[config.mk]
export PLATFORM = sky130hd
export DESIGN_NAME = program_loader
export DESIGN_NICKNAME = d
export VERILOG_FILES = /design/src/rtl/program_loader.sv
export SDC_FILE = /design/constraint.sdc
export NUM_CORES = 1
export LEC_CHECK = 0
export CORE_ASPECT_RATIO = 1.1
export CORE_MARGIN = 2
export CORE_UTILIZATION = 45
export CTS_BUF_LIST = sky130_fd_sc_hd__clkbuf_8
export DETAILED_ROUTE_END_ITERATION = 10
export MAX_ROUTING_LAYER = met4
export PLACE_DENSITY = 0.68
export SYNTH_ARGS = -nofsm -noshare
export SYNTH_HDL_FRONTEND = slang
export SYNTH_SLANG_ARGS = --single-unit
[constraint.sdc]
create_clock -name clock -period 3.1 [get_ports clock]
set_input_delay 0.31 -clock clock [delete_from_list [all_inputs] [get_ports clock]]
set_output_delay 0.31 -clock clock [all_outputs]
set_load 0.01 [all_outputs]
[src/rtl/program_loader.sv]
// Boot loader: receives a length-prefixed, XOR-checksummed byte stream, packs it into 32-bit
// words written to instruction memory from address 0, and releases cpu_hold on a verified image.
module program_loader #(
  parameter int ADDR_WIDTH     = 8,
  parameter int TIMEOUT_CYCLES = 1024
) (
  input  logic                  clock,
  input  logic                  reset,
  input  logic                  start,
  input  logic                  rx_valid,
  input  logic [7:0]            rx_data,
  output logic                  rx_ready,
  output logic                  imem_we,
  output logic [ADDR_WIDTH-1:0] imem_addr,
  output logic [31:0]           imem_wdata,
  output logic                  cpu_hold,
  output logic                  done,
  output logic                  error,
  output logic [15:0]           word_count
);

  localparam int TW = $clog2(TIMEOUT_CYCLES + 1);
  localparam logic [16:0]   MAX_WORDS = 17'(1) << ADDR_WIDTH;
  localparam logic [TW-1:0] TO_LIMIT  = TW'(TIMEOUT_CYCLES - 2);

  typedef enum logic [2:0] {
    IDLE, LEN_HI, LEN_LO, DATA, WRITE, CHECK, DONE, ERROR
  } stateT;

  stateT         state, nextState;
  logic [7:0]    lenHi;
  logic [15:0]   wordsTotal;
  logic [15:0]   lenWord;
  logic [31:0]   wordReg;
  logic [1:0]    byteCnt;
  logic [7:0]    checksum;
  logic [TW-1:0] toCnt;
  logic          accept;
  logic          timedOut;
  logic          restart;
  logic          lastWord;

  always_comb begin
    rx_ready = (state == LEN_HI) || (state == LEN_LO) || (state == DATA) || (state == CHECK);
    accept   = rx_valid && rx_ready;
    lenWord  = {lenHi, rx_data};
    // The increment that would reach TIMEOUT_CYCLES-1 is taken as the error transition.
    timedOut = rx_ready && !accept && (toCnt == TO_LIMIT);
    restart  = start && ((state == IDLE) || (state == DONE) || (state == ERROR));
    lastWord = ({1'b0, word_count} + 17'd1) >= {1'b0, wordsTotal};
  end

  always_comb begin
    nextState  = state;
    imem_we    = 1'b0;
    imem_addr  = '0;
    imem_wdata = '0;
    case (state)
      IDLE:   if (start) nextState = LEN_HI;
      LEN_HI: begin
        if (timedOut)    nextState = ERROR;
        else if (accept) nextState = LEN_LO;
      end
      LEN_LO: begin
        if (timedOut) nextState = ERROR;
        else if (accept) begin
          if ({1'b0, lenWord} > MAX_WORDS) nextState = ERROR;
          else if (lenWord == 16'd0)       nextState = CHECK;
          else                             nextState = DATA;
        end
      end
      DATA: begin
        if (timedOut)                         nextState = ERROR;
        else if (accept && byteCnt == 2'd3)   nextState = WRITE;
      end
      WRITE: begin
        imem_we    = 1'b1;
        imem_addr  = word_count[ADDR_WIDTH-1:0];
        imem_wdata = wordReg;
        nextState  = lastWord ? CHECK : DATA;
      end
      CHECK: begin
        if (timedOut)    nextState = ERROR;
        else if (accept) nextState = (rx_data == checksum) ? DONE : ERROR;
      end
      DONE:    if (start) nextState = LEN_HI;
      ERROR:   if (start) nextState = LEN_HI;
      default: nextState = IDLE;
    endcase
  end

  always_ff @(posedge clock or posedge reset) begin
    if (reset) state <= IDLE;
    else       state <= nextState;
  end

  always_ff @(posedge clock or posedge reset) begin
    if (reset) begin
      lenHi      <= '0;
      wordsTotal <= '0;
      wordReg    <= '0;
      byteCnt    <= '0;
      checksum   <= '0;
      toCnt      <= '0;
      word_count <= '0;
      done       <= 1'b0;
      error      <= 1'b0;
      cpu_hold   <= 1'b1;
    end else begin
      // Status flags follow the state one cycle late; a restart drops them at the same edge.
      done     <= (state == DONE) && !start;
      error    <= (state == ERROR) && !start;
      cpu_hold <= !((state == DONE) && !start);

      if (restart) begin
        word_count <= '0;
        checksum   <= '0;
        byteCnt    <= '0;
        toCnt      <= '0;
      end else if (accept) begin
        toCnt <= '0;
      end else if (rx_ready) begin
        toCnt <= toCnt + TW'(1);
      end

      if (accept) begin
        case (state)
          LEN_HI: lenHi <= rx_data;
          LEN_LO: wordsTotal <= lenWord;
          DATA: begin
            wordReg  <= {wordReg[23:0], rx_data};
            checksum <= checksum ^ rx_data;
            byteCnt  <= byteCnt + 2'd1;
          end
          default: ;
        endcase
      end

      if (state == WRITE) word_count <= word_count + 16'd1;
    end
  end

endmodule

==> metrics.txt, run 1 <==
outcome=finished clean; # port buffers=a little over 70; Fin. Hold Viols=0; origin of the worst setup path=word_count[4]$_DFFE_PP0P_; Rel. slew slack=between 10 and 15%; starting density of the core=between 40% and 50%; cts hold-fix bufs=0; Least-Margin Pin Slew=about 1300 ps; initial antenna violation count=0; cell area after synthesis=about 5200 um^2; Yosys reg bits=99; CTS tree=done; CTS Buffer Depth=2; DP Worst Slack=201 ps; htree depth=3; Pre-Repair DR Iteration Count=5; core area=11300 um^2; DR WL/cell=around 16 um; Final Cycle Share=90.3%; post-route setup slack=around 300 ps; diode count=0; IO Count=between 70 and 80; worst endpoint data arrival time=around 3100 ps; die height=around 120 um; GPL Wtd Cong=0.902; Die W=approximately 110 um; Synth Net Count=608; vias in the first global route=around 4200; Internal=~2.6 mW; Max-Cap Viols=0; part of the power in registers=between 40 and 50%; worst path required time=3400 ps; final WL=between 10000 and 15000 um; Net Sw Power=about 1.7 mW; Syn Inst Count=576; CTS Root Cell=clkbuf_8; Vias/cell=roughly 5.4; DP Wirelength=about 8600 um; largest net degree at the start of global routing=100; Switching Share=about two fifths; total grt overflow=0; Unique masters post-synth=44; max-slew violations=0; FMAX=between 0.3 and 0.4 GHz; Ys Warns=0; number of DRC markers in iteration 0=between 300 and 400; crit path time final=about 2800 ps; total track usage=between 20 and 25%; Clock transition at path regs=100 ps; Final Core Density=55.4%; first-pass GRT wire length=~21000 um; Hold Path Class=primary input to asynchronous set/reset pin; Mean Syn Cell Area=about 9 um^2; share of cells above drive strength 1=roughly 8.6%; Logic pwr share=38.0%; Critical Path End Type=flop; CP Launch Type=flop; row cnt=41; critical path class=flop to flop; Clock Latency Late Sink=roughly 380 ps; Fin Setup TNS=0 ps; fin nets=between 600 and 700; sequential fraction of the synthesis area=47.9%; VDD IR max=approximately 0.28 mV; die area=~12000 um^2; Clk pwr share=around 17%; total via count in the routed design=between 4000 and 5000; # DRC=0; antenna-violating nets left=0; RR Startpoint=word_count[4]$_DFFE_PP0P_; Setup Skew=around 15 ps; clock sink total=a little under 100; RSZ-0062 raised after global routing=false; Layout area overhead=21.4%; # setup viols final=0; CTS buffer count=9; Crit Path Max Fanout=9; Pwr per Cell Area=about 690 nW/um^2; Leak=3.05 nW
## critical path, stage by stage, from the launching register on
cell	delay [ps]
dfrtp_1	510
nand3_1	190
nor2_1	250
and3_1	230
nand3_1	110
xnor2_1	220
ha_1	280
nand4_1	80
nor2_1	60
nand3_1	90
nand4_1	140
or3_1	340
a31oi_1	200
## synthesized netlist by cell type, drive strengths merged
| cell | n | area, um^2 |
|---|---|---|
| or4 | 1 | 7.51 |
| o31ai | 4 | 30.0 |
| a22oi | 1 | 7.51 |
| a21oi | 13 | 68.8 |
| ha | 20 | 250 |
| xnor2 | 16 | 140 |
| inv | 22 | 82.6 |
| a22o | 8 | 70.1 |
| nor2 | 38 | 153 |
| nor2b | 3 | 18.8 |
| a31oi | 5 | 31.3 |
| nand3 | 20 | 100 |
| o311ai | 1 | 8.76 |
| mux2i | 1 | 10.0 |
| a211oi | 3 | 22.5 |
| xor2 | 17 | 149 |
| o41a | 1 | 11.3 |
| and4 | 3 | 33.8 |
| nor4b | 1 | 15.0 |
| or3 | 5 | 31.3 |
| o311a | 1 | 10.0 |
| a21o | 5 | 37.5 |
| dfrtp | 98 | 2450 |
| and3 | 45 | 283 |
| nand2 | 137 | 514 |
| a21boi | 1 | 7.51 |
| mux2 | 9 | 101 |
| o21ai | 46 | 230 |
| nand4 | 9 | 56.3 |
| nor4 | 3 | 18.8 |
| nor3 | 8 | 50.1 |
| o22a | 1 | 10.0 |
| dfstp | 1 | 26.3 |
| buf | 9 | 53.8 |
| clkbuf | 19 | 71.3 |
| nand2b | 1 | 6.26 |
## sequential cells by signal, indices dropped and copies added (netlist names), 2 cells and up
| register | flops |
|---|---|
| byteCnt | 2 |
| state | 3 |
| word_count | 16 |
| wordsTotal | 16 |
| wordReg | 32 |
| lenHi | 8 |
| toCnt | 11 |
| checksum | 8 |
## placed cells by master (no fill, tap or decap), types with 4 or more instances in the layout
cell | Yosys | final
ha_1 | 20 | 19
inv_1 | 22 | 22
nor3_1 | 6 | 5
clkdlybuf4s50_1 | 0 | 72
a22o_1 | 8 | 8
clkbuf_8 | 0 | 9
or3_1 | 5 | 5
buf_4 | 1 | 17
a31oi_1 | 5 | 5
o31ai_1 | 4 | 4
nand3_1 | 20 | 19
mux2_2 | 9 | 9
dfrtp_1 | 98 | 98
nand4_1 | 9 | 9
and3_1 | 44 | 44
xor2_1 | 17 | 17
xnor2_1 | 16 | 16
a21o_1 | 5 | 5
o21ai_0 | 43 | 43
a21oi_1 | 12 | 12
nor2_1 | 36 | 36
nand2_1 | 137 | 137
## layer usage
metal	up-vias	share of wire, %	global-route usage (%)
li1	2096	-	-
met2	103	51	36.2
met4	0	2.0	8.68
met5	-	0	-
met3	18	3.3	3.24
met1	2083	44	27.9
## power by group through the flow
stage,clock network [mW],logic (mW),registers [mW]
finish,0.732,1.65,1.97
global route,0.810,1.87,2.03
CTS,0.751,1.66,1.97
detailed placement,0,1.65,1.99
global placement,0,1.59,1.98
floorplan,0,1.16,1.91
## stage by stage
stage               area, um^2  power, mW  hold WS [ps]  cells
finish                    6280       4.35           374    802
global placement          6110       3.57           456    787
global route              6280       4.71           458    802
detailed placement        6110       3.64           457    787
floorplan                 5170       3.07           427    576
CTS                       6260       4.38           431    801
## cell families (layout without fill, tap and decap cells)
family,after synthesis,after routing,synth area share [%]
compound gates,90,90,10.6
xor+xnor,33,33,5.59
fa+ha+maj,20,20,4.84
buf+inv,50,126,4.02
flops,99,99,47.9
mux,10,10,2.15
simple gates,274,274,24.9
## layout make-up
cell class,instances,area [um^2]
clock buffer,9,124
clock inverter,5,32.5
fill,1042,5060
inverter,22,85.1
multi-input combinational,427,2500
sequential,99,2480
tap,150,188
timing repair buffer,90,868
## worst paths after layout
kind                                           end  slack, ps  cells after the start
setup / recovery              state[1]$_DFFE_PP0P_        300                     12
hold / removal              wordReg[0]$_DFFE_PP0P_        370                      3
setup reg to reg              state[1]$_DFFE_PP0P_        300                     12
hold reg to reg            wordReg[25]$_DFFE_PP0P_        470                      2
max in group asynchronous     toCnt[5]$_DFFE_PP0P_       2270                      3
min in group clock         wordReg[25]$_DFFE_PP0P_        470                      2
## timing repair
action / 4_1_cts / 5_1_grt
setup buffers: 0 / 1
gates resized for setup: 0 / 2
setup endpoints to repair: 0 / 1
Note: power is estimated with default switching activity, not from simulation.
==> run 2: changes to the inputs <==
- CORE_UTILIZATION: 45 -> 57
- PLACE_DENSITY: 0.68 -> 0.83
==> metrics.txt, run 2 (same netlist as run 1, synthesis figures left out) <==
Register Area=2480 um^2 (unchanged); post_cts resized=0 (unchanged); CTS Root Cell=clkbuf_8 (unchanged); max-slew violations=0 (unchanged); # port buffers=72 (unchanged); Final Cell Area=6280 um^2 (about the same); Pre-Repair DR Iteration Count=5 (unchanged); Fin Setup TNS=0 ps (unchanged); first-pass GRT wire length=21000 um (was 20800 um); setup repair bufs after CTS=0 (unchanged); Die W=94.8 um (was 106 um); clock sink total=99 (unchanged); RSZ-0062 raised after global routing=false (unchanged); FMAX=0.335 GHz (was 0.357 GHz); GR Layer Usage met2=45.0% (was 36.2%); worst endpoint data arrival time=3260 ps (was 3100 ps); worst hold margin=287 ps (was 374 ps); GPL Wtd Cong=0.910 (was 0.902); DP Worst Slack=162 ps (was 201 ps); vias in the first global route=4390 (was 4191); critical path class=flop to flop (unchanged); total track usage=27.7% (was 22.1%); total via count in the routed design=4455 (was 4300); Fillers=694 (was 1042); cts hold-fix bufs=0 (unchanged); Clock transition at path regs=90 ps (was 100 ps); largest net degree at the start of global routing=44 (was 100); area of the multi-input gates=2500 um^2 (unchanged); commonest non-fill, non-tap cell in the layout=nand2_1 (unchanged); DR WL/cell=16.5 um (was 15.6 um); antenna-violating nets left=0 (unchanged); outcome=finished clean (unchanged); total grt overflow=0 (unchanged); die height=104 um (was 116 um); Final Cycle Share=96.2% (was 90.3%); Rel. slew slack=17.6% (was 14.9%); Pwr per Cell Area=723 nW/um^2 (was 694 nW/um^2); Max-Cap Viols=0 (unchanged); Clock Latency Late Sink=360 ps (was 380 ps); most frequent cells in the layout=nand2_1 (137), dfrtp_1 (98), clkdlybuf4s50_1 (72) (unchanged); GRT busiest layer=met2 (unchanged); htree depth=3 (unchanged); starting density of the core=58.6% (was 45.6%); Leak=3.08 nW (was 3.05 nW); Fin. Hold Viols=0 (unchanged); die area=9850 um^2 (was 12400 um^2); final WL=12700 um (was 12500 um); VDD IR max=0.425 mV (was 0.278 mV); Layout area overhead=21.5% (was 21.4%); row cnt=36 (was 41); # setup viols final=0 (unchanged); CTS Buffer Depth=2 (unchanged); core area=8830 um^2 (was 11300 um^2); Setup Skew=8.88 ps (was 15.5 ps); number of DRC markers in iteration 0=304 (was 327); fin nets=679 (was 681); diode count=0 (unchanged); # DRC=0 (unchanged); max reg flops=32 (unchanged); CTS buffer count=9 (unchanged); Vias/cell=5.82 (was 5.36); placed instance area=6050 um^2 (was 6110 um^2); met1 usage=33.9% (was 27.9%); initial antenna violation count=0 (unchanged); DP Wirelength=9030 um (was 8580 um); Least-Margin Pin Slew=1230 ps (was 1270 ps); IO Count=73 (unchanged); Crit Path Max Fanout=6 (was 9); crit path time final=2980 ps (was 2800 ps); post-route setup slack=118 ps (was 301 ps); CTS tree=done (unchanged); CP Launch Type=flop (unchanged); Top reg by flops=wordReg (unchanged); share of cells above drive strength 1=8.44% (was 8.59%); worst path required time=3380 ps (was 3400 ps); Critical Path End Type=flop (unchanged); Hold Path Class=primary input to asynchronous set/reset pin (unchanged); met3 Usage GRT=4.93% (was 3.24%); largest registers=wordReg: 32 flops, word_count: 16 flops, wordsTotal: 16 flops (unchanged); total power=4.54 mW (was 4.35 mW)
[run 2: area by class of cell]
cell class,count,share of cell area [%]
multi-input combinational,427,39.8
clock buffer,10,2.19
inverter,22,1.33
clock inverter,6,1.30
sequential,99,39.5
tap,114,2.27
timing repair buffer,88,13.6
[run 2: final timing paths]
path,from,end,slack [ps],cells past startpoint
min,reset,toCnt[0]$_DFFE_PP0P_,290,2
min reg2reg,wordReg[28]$_DFFE_PP0P_,wordReg[28]$_DFFE_PP0P_,480,2
max in group asynchronous,reset,checksum[0]$_DFF_PP0_,2020,4
min in group clock,wordReg[28]$_DFFE_PP0P_,wordReg[28]$_DFFE_PP0P_,480,2
max reg2reg,word_count[1]$_DFFE_PP0P_,state[1]$_DFFE_PP0P_,120,10
max,word_count[1]$_DFFE_PP0P_,state[1]$_DFFE_PP0P_,120,10
[run 2: critical path, stage by stage, from the launching register on]
cell	delay, ps
dfrtp_1	430
ha_2	250
nand3_2	150
nor2_1	180
xor2_1	250
ha_1	300
a211oi_1	290
nor2_1	80
o41a_1	420
or3_1	360
a31oi_1	170
[run 2: power by group]
part,internal [mW],switching (mW)
Combinational,0.643,1.01
Sequential,1.69,0.288
Clock,0.471,0.436
Total,2.81,1.74
[run 2: metrics by stage]
stage	std cells	utilization [%]
2_1_floorplan	576	-
3_3_place_gp	750	68.6
3_5_place_dp	750	68.6
4_1_cts	766	71.0
5_1_grt	766	71.1
6_report	766	71.1
[run 2: layer usage]
layer / wire, um / share of wire, %
met5: 0 / 0
met4: 416 / 3.3
met3: 685 / 5.4
met2: 6400 / 50
met1: 5180 / 41
==> patch 1, RTL diff (flow settings as in run 2) <==
The parameter `TIMEOUT_CYCLES` goes from 1024 to 256.
--- a/src/rtl/program_loader.sv
+++ b/src/rtl/program_loader.sv
@@ -2,7 +2,7 @@
 // words written to instruction memory from address 0, and releases cpu_hold on a verified image.
 module program_loader #(
   parameter int ADDR_WIDTH     = 8,
-  parameter int TIMEOUT_CYCLES = 1024
+  parameter int TIMEOUT_CYCLES = 256
 ) (
   input  logic                  clock,
   input  logic                  reset,
Check against the original RTL: no difference found for any inputs over 10 cycles, from zero or initial values and one cycle with reset high; that may be too few to reach the edited logic, so the function may still have changed.
==> patch 1 against run 2 <==
  * Total power up 5.6%
  * Fmax up 1.9%
  * Count of clock-buffer cells in the layout unchanged
  * Routed wire length down 3.1%
  * Combinational power up 7%
  * Die area down 1.4%
  * Design area down 1.8%
  * Setup slack better by 0.055 ns
  * Area after synthesis down 1.5%
  * Sequential cell count down 2
  * Largest cell class unchanged
==> patch 1: results (changes against run 2) <==
run status completed (unchanged); WL final 12300 um (was 12700 um); top cells by area, synth dfrtp_1 (47%), nand2_1 (11%), and3_1 (5.5%) (was dfrtp_1 (47%), nand2_1 (9.9%), and3_1 (5.3%)); relative area of clock buffers and inverters in the final design 3.69% (was 3.49%); placed cell count 741 (was 750); final-stage net count 670 (was 679); pre-CTS WS 0.0954 ns (was 0.162 ns); CP top delay family simple AND/OR/NAND/NOR gates (was compound AO/OA/AOI/OAI gates); final RePlAce weighted congestion 0.984 (was 0.910); multi-input gate area in the final layout 2450 um2 (was 2500 um2); power of the combinational group 1770 uW (was 1650 uW); met2 track demand over resource in global routing 45.6% (was 45.0%); fraction of cell area in non-clock buffers 13.4% (was 13.6%); sw frac 39.3% (was 38.2%); first-pass GRT wire length 20200 um (was 21000 um); Avg Vias per Cell 5.74 (was 5.82); sequential share of cell area 39.4% (was 39.5%); Mapped Nets 606 (was 608); largest clock skew in the final design 0.0131 ns (was 0.00888 ns); Clk pwr share 19.5% (was 20.0%); slew at the pin closest to its max-slew limit 0.681 ns (was 1.23 ns); fill cell count 689 (was 694); VDD IR-drop max 0.000458 V (was 0.000425 V); Clock Sink Count 97 (was 99); Cells after Synth 574 (was 576); maximum number of pins on one net before global-route repair 63 (was 44); total routing resource utilization after global routing 27.7% (about the same); routed length per placed instance 16.2 um (was 16.5 um)
[patch 1: stage by stage]
stage	total power (uW)	area [um2]
finish	4800	6170
global route	5140	6170
CTS	4800	6160
detailed placement	3850	5930
global placement	3750	5930
floorplan	3250	5090
[patch 1: cell families after synthesis]
kind of cell / synth area share [%]
AND/OR/NAND/NOR: 24.8
flip-flops: 47.7
AO/OA/AOI/OAI: 10.2
buffers and inverters: 4.37
XOR/XNOR: 5.67
adder cells (fa/ha/maj): 4.91
multiplexers: 2.38
[patch 1: layer usage]
layer	up-vias	part of all wire (%)
met4	0	1.8
met5	-	0
met1	2135	42
met3	20	4.8
li1	2056	-
met2	135	51
[patch 1: worst paths after layout]
check	end	cells after the start	startpoint	slack (ns)
max	state[2]	11	word_count[1]	0.17
max reg2reg	state[2]	11	word_count[1]	0.17
min	toCnt[7]	2	reset	0.32
min reg2reg	wordReg[30]	2	wordReg[30]	0.48
max in group asynchronous	word_count[6]	3	reset	2.05
min in group clock	wordReg[30]	2	wordReg[30]	0.48
==> patch 2, RTL diff (settings of run 2) <==
Without the edit above. Remove the register `error`: a continuous assignment takes its place, so the output `error` follows one clock earlier. Comments in the files are not updated.
--- a/src/rtl/program_loader.sv
+++ b/src/rtl/program_loader.sv
@@ -104,12 +104,10 @@
       toCnt      <= '0;
       word_count <= '0;
       done       <= 1'b0;
-      error      <= 1'b0;
       cpu_hold   <= 1'b1;
     end else begin
       // Status flags follow the state one cycle late; a restart drops them at the same edge.
       done     <= (state == DONE) && !start;
-      error    <= (state == ERROR) && !start;
       cpu_hold <= !((state == DONE) && !start);
 
       if (restart) begin
@@ -140,5 +138,7 @@
     end
   end
 
+  assign error = (state == ERROR) && !start;
+
 endmodule
 
Function: changed (a bounded check fails within 4 cycles, from zero or initial values and one cycle with reset high).
==> patch 2 against run 2 <==
  * Total power is 2.0% higher
  * Design area grew 0.24%
  * Setup slack better by 0.044 ns
  * First-iteration DRC count shrank 14%
  * Count of clock-buffer cells in the layout unchanged
  * Area after synthesis shrank 0.48%
  * Sequential cell count shrank 1
  * Die area decreased by 0.47%
  * Core utilization grew 0.17 points
  * Via count decreased by 0.76%
  * Routed wire length is 0.68% lower
==> patch 2: results (changes against run 2) <==
run status completed (unchanged); Worst-Skew Late Latency 0.38 ns (was 0.36 ns); startpoint of the worst register-to-register path word_count[0] (was word_count[1]); placed cell count 747 (was 750); worst endpoint data arrival time 3.24 ns (was 3.26 ns); total routing resource utilization after global routing 28.4% (was 27.7%); reg2reg setup slack 0.16 ns (was 0.12 ns); power of the combinational group 1570 uW (was 1650 uW); most used standard cells in the synthesized netlist nand2_1 (137), dfrtp_1 (97), and3_1 (44), o21ai_0 (43), nor2_1 (36) (was nand2_1 (137), dfrtp_1 (98), and3_1 (44), o21ai_0 (43), nor2_1 (36)); Mapped Nets 607 (was 608); pre-CTS WS 0.0726 ns (was 0.162 ns); top flop regs wordReg x32, word_count x16, wordsTotal x16 (unchanged); Static Leak 0.00306 uW (was 0.00308 uW); top cells by area, synth dfrtp_1 (47%), nand2_1 (10%), and3_1 (5.4%) (was dfrtp_1 (47%), nand2_1 (9.9%), and3_1 (5.3%)); detailed placer's ending HPWL 8690 um (was 9030 um); maximum number of pins on one net before global-route repair 41 (was 44); Internal Power 2870 uW (was 2810 uW); proportion of power drawn by combinational gates 33.9% (was 36.4%); horizontal extent of the die 94.6 um (was 94.8 um); via count 4421 (was 4455); Final Instance Area 6290 um2 (was 6280 um2); placed cell areas 6030 um2 (was 6050 um2); number of buffers between clock root and the deepest sink 2 (unchanged); cell with the largest stage delay on the worst path dfrtp_2 (was dfrtp_1); DRC violation total after the first TritonRoute iteration 261 (was 304); clock root buffer master clkbuf_8 (unchanged); Fin Hold WS 0.178 ns (was 0.287 ns); slew at the pin closest to its max-slew limit 1.23 ns (about the same); CP max FO 8 (was 6); proportion of layout cells with a drive suffix above 1 8.92% (was 8.44%); clock group power 1030 uW (was 908 uW); share of synthesized area occupied by flip-flops and latches 47.7% (was 47.9%); number of buffers added on ports 72 (unchanged); htree depth 3 (unchanged); final RePlAce weighted congestion 0.874 (was 0.910); first-pass GRT wire length 21400 um (was 21000 um); Crit Reg-Reg Endpoint state[1] (unchanged); Post-synth ARST share 100% (unchanged); Worst Reg2Reg Path Length in Cells 10 (unchanged); routed length per placed instance 16.5 um (about the same); final cell count without fillers 764 (was 766); VDD IR-drop max 0.000451 V (was 0.000425 V); fill cell count 680 (was 694); final-stage net count 677 (was 679); warnings from Yosys 0 (unchanged); number of buffers inserted during clock tree synthesis 9 (unchanged); largest clock skew in the final design 0.0117 ns (was 0.00888 ns); Cells after Synth 575 (was 576); worst slew margin relative to its limit 17.8% (was 17.6%); number of search-and-repair iterations in the first detailed-routing pass 5 (unchanged); Antenna diodes 0 (unchanged); antenna violations before repair 0 (unchanged)
==> patch 2: cell count changes after synthesis <==
cell,run 2,this run
dfrtp_1,98,97
==> patch 2: metal layers <==
layer | track usage [%] | vias up | wire length, um
met1 | 37.2 | 2170 | 5290
li1 | - | 2092 | -
met3 | 4.58 | 34 | 570
met4 | 9.94 | 0 | 378
met2 | 45.2 | 125 | 6350
met5 | - | - | 0
==> patch 2: cells by family after synthesis <==
| family | after synthesis | synth area share [%] |
|---|---|---|
| AND/OR/NAND/NOR | 274 | 25.0 |
| flip-flops | 98 | 47.7 |
| AO/OA/AOI/OAI | 90 | 10.6 |
| buffers and inverters | 50 | 4.04 |
| XOR/XNOR | 33 | 5.62 |
| adder cells (fa/ha/maj) | 20 | 4.86 |
| multiplexers | 10 | 2.16 |
==> patch 2: area by class of cell <==
class	instances	area share (%)
inverters	22	1.33
flip-flops and latches	98	39.0
multi-input cells	427	39.8
repair buffers	87	13.6
clock inverters	6	1.81
well taps	114	2.27
clock buffers	10	2.19
==> patch 2: timing repair <==
action | CTS | global route
cloned | 0 | 0
hold endpoints to repair | 0 | 0
pin swaps | 0 | 0
endpoints found under the setup margin | 1 | 1
setup buffers | 0 | 1
gates resized for setup | 1 | 3
==> patch 2: how the worst max path moves through the flow <==
| stage | start | endpoint | slack (ns) | cells after the start |
|---|---|---|---|---|
| 2_1_floorplan | reset | byteCnt[0] | 0.23 | 1 |
| 3_3_place_gp | word_count[0] | state[1] | 0.29 | 10 |
| 3_5_place_dp | word_count[0] | state[1] | 0.07 | 10 |
| 4_1_cts | word_count[0] | state[1] | 0.06 | 10 |
| 5_1_grt | word_count[2] | state[1] | 0.03 | 12 |
| 6_report | word_count[0] | state[1] | 0.16 | 10 |
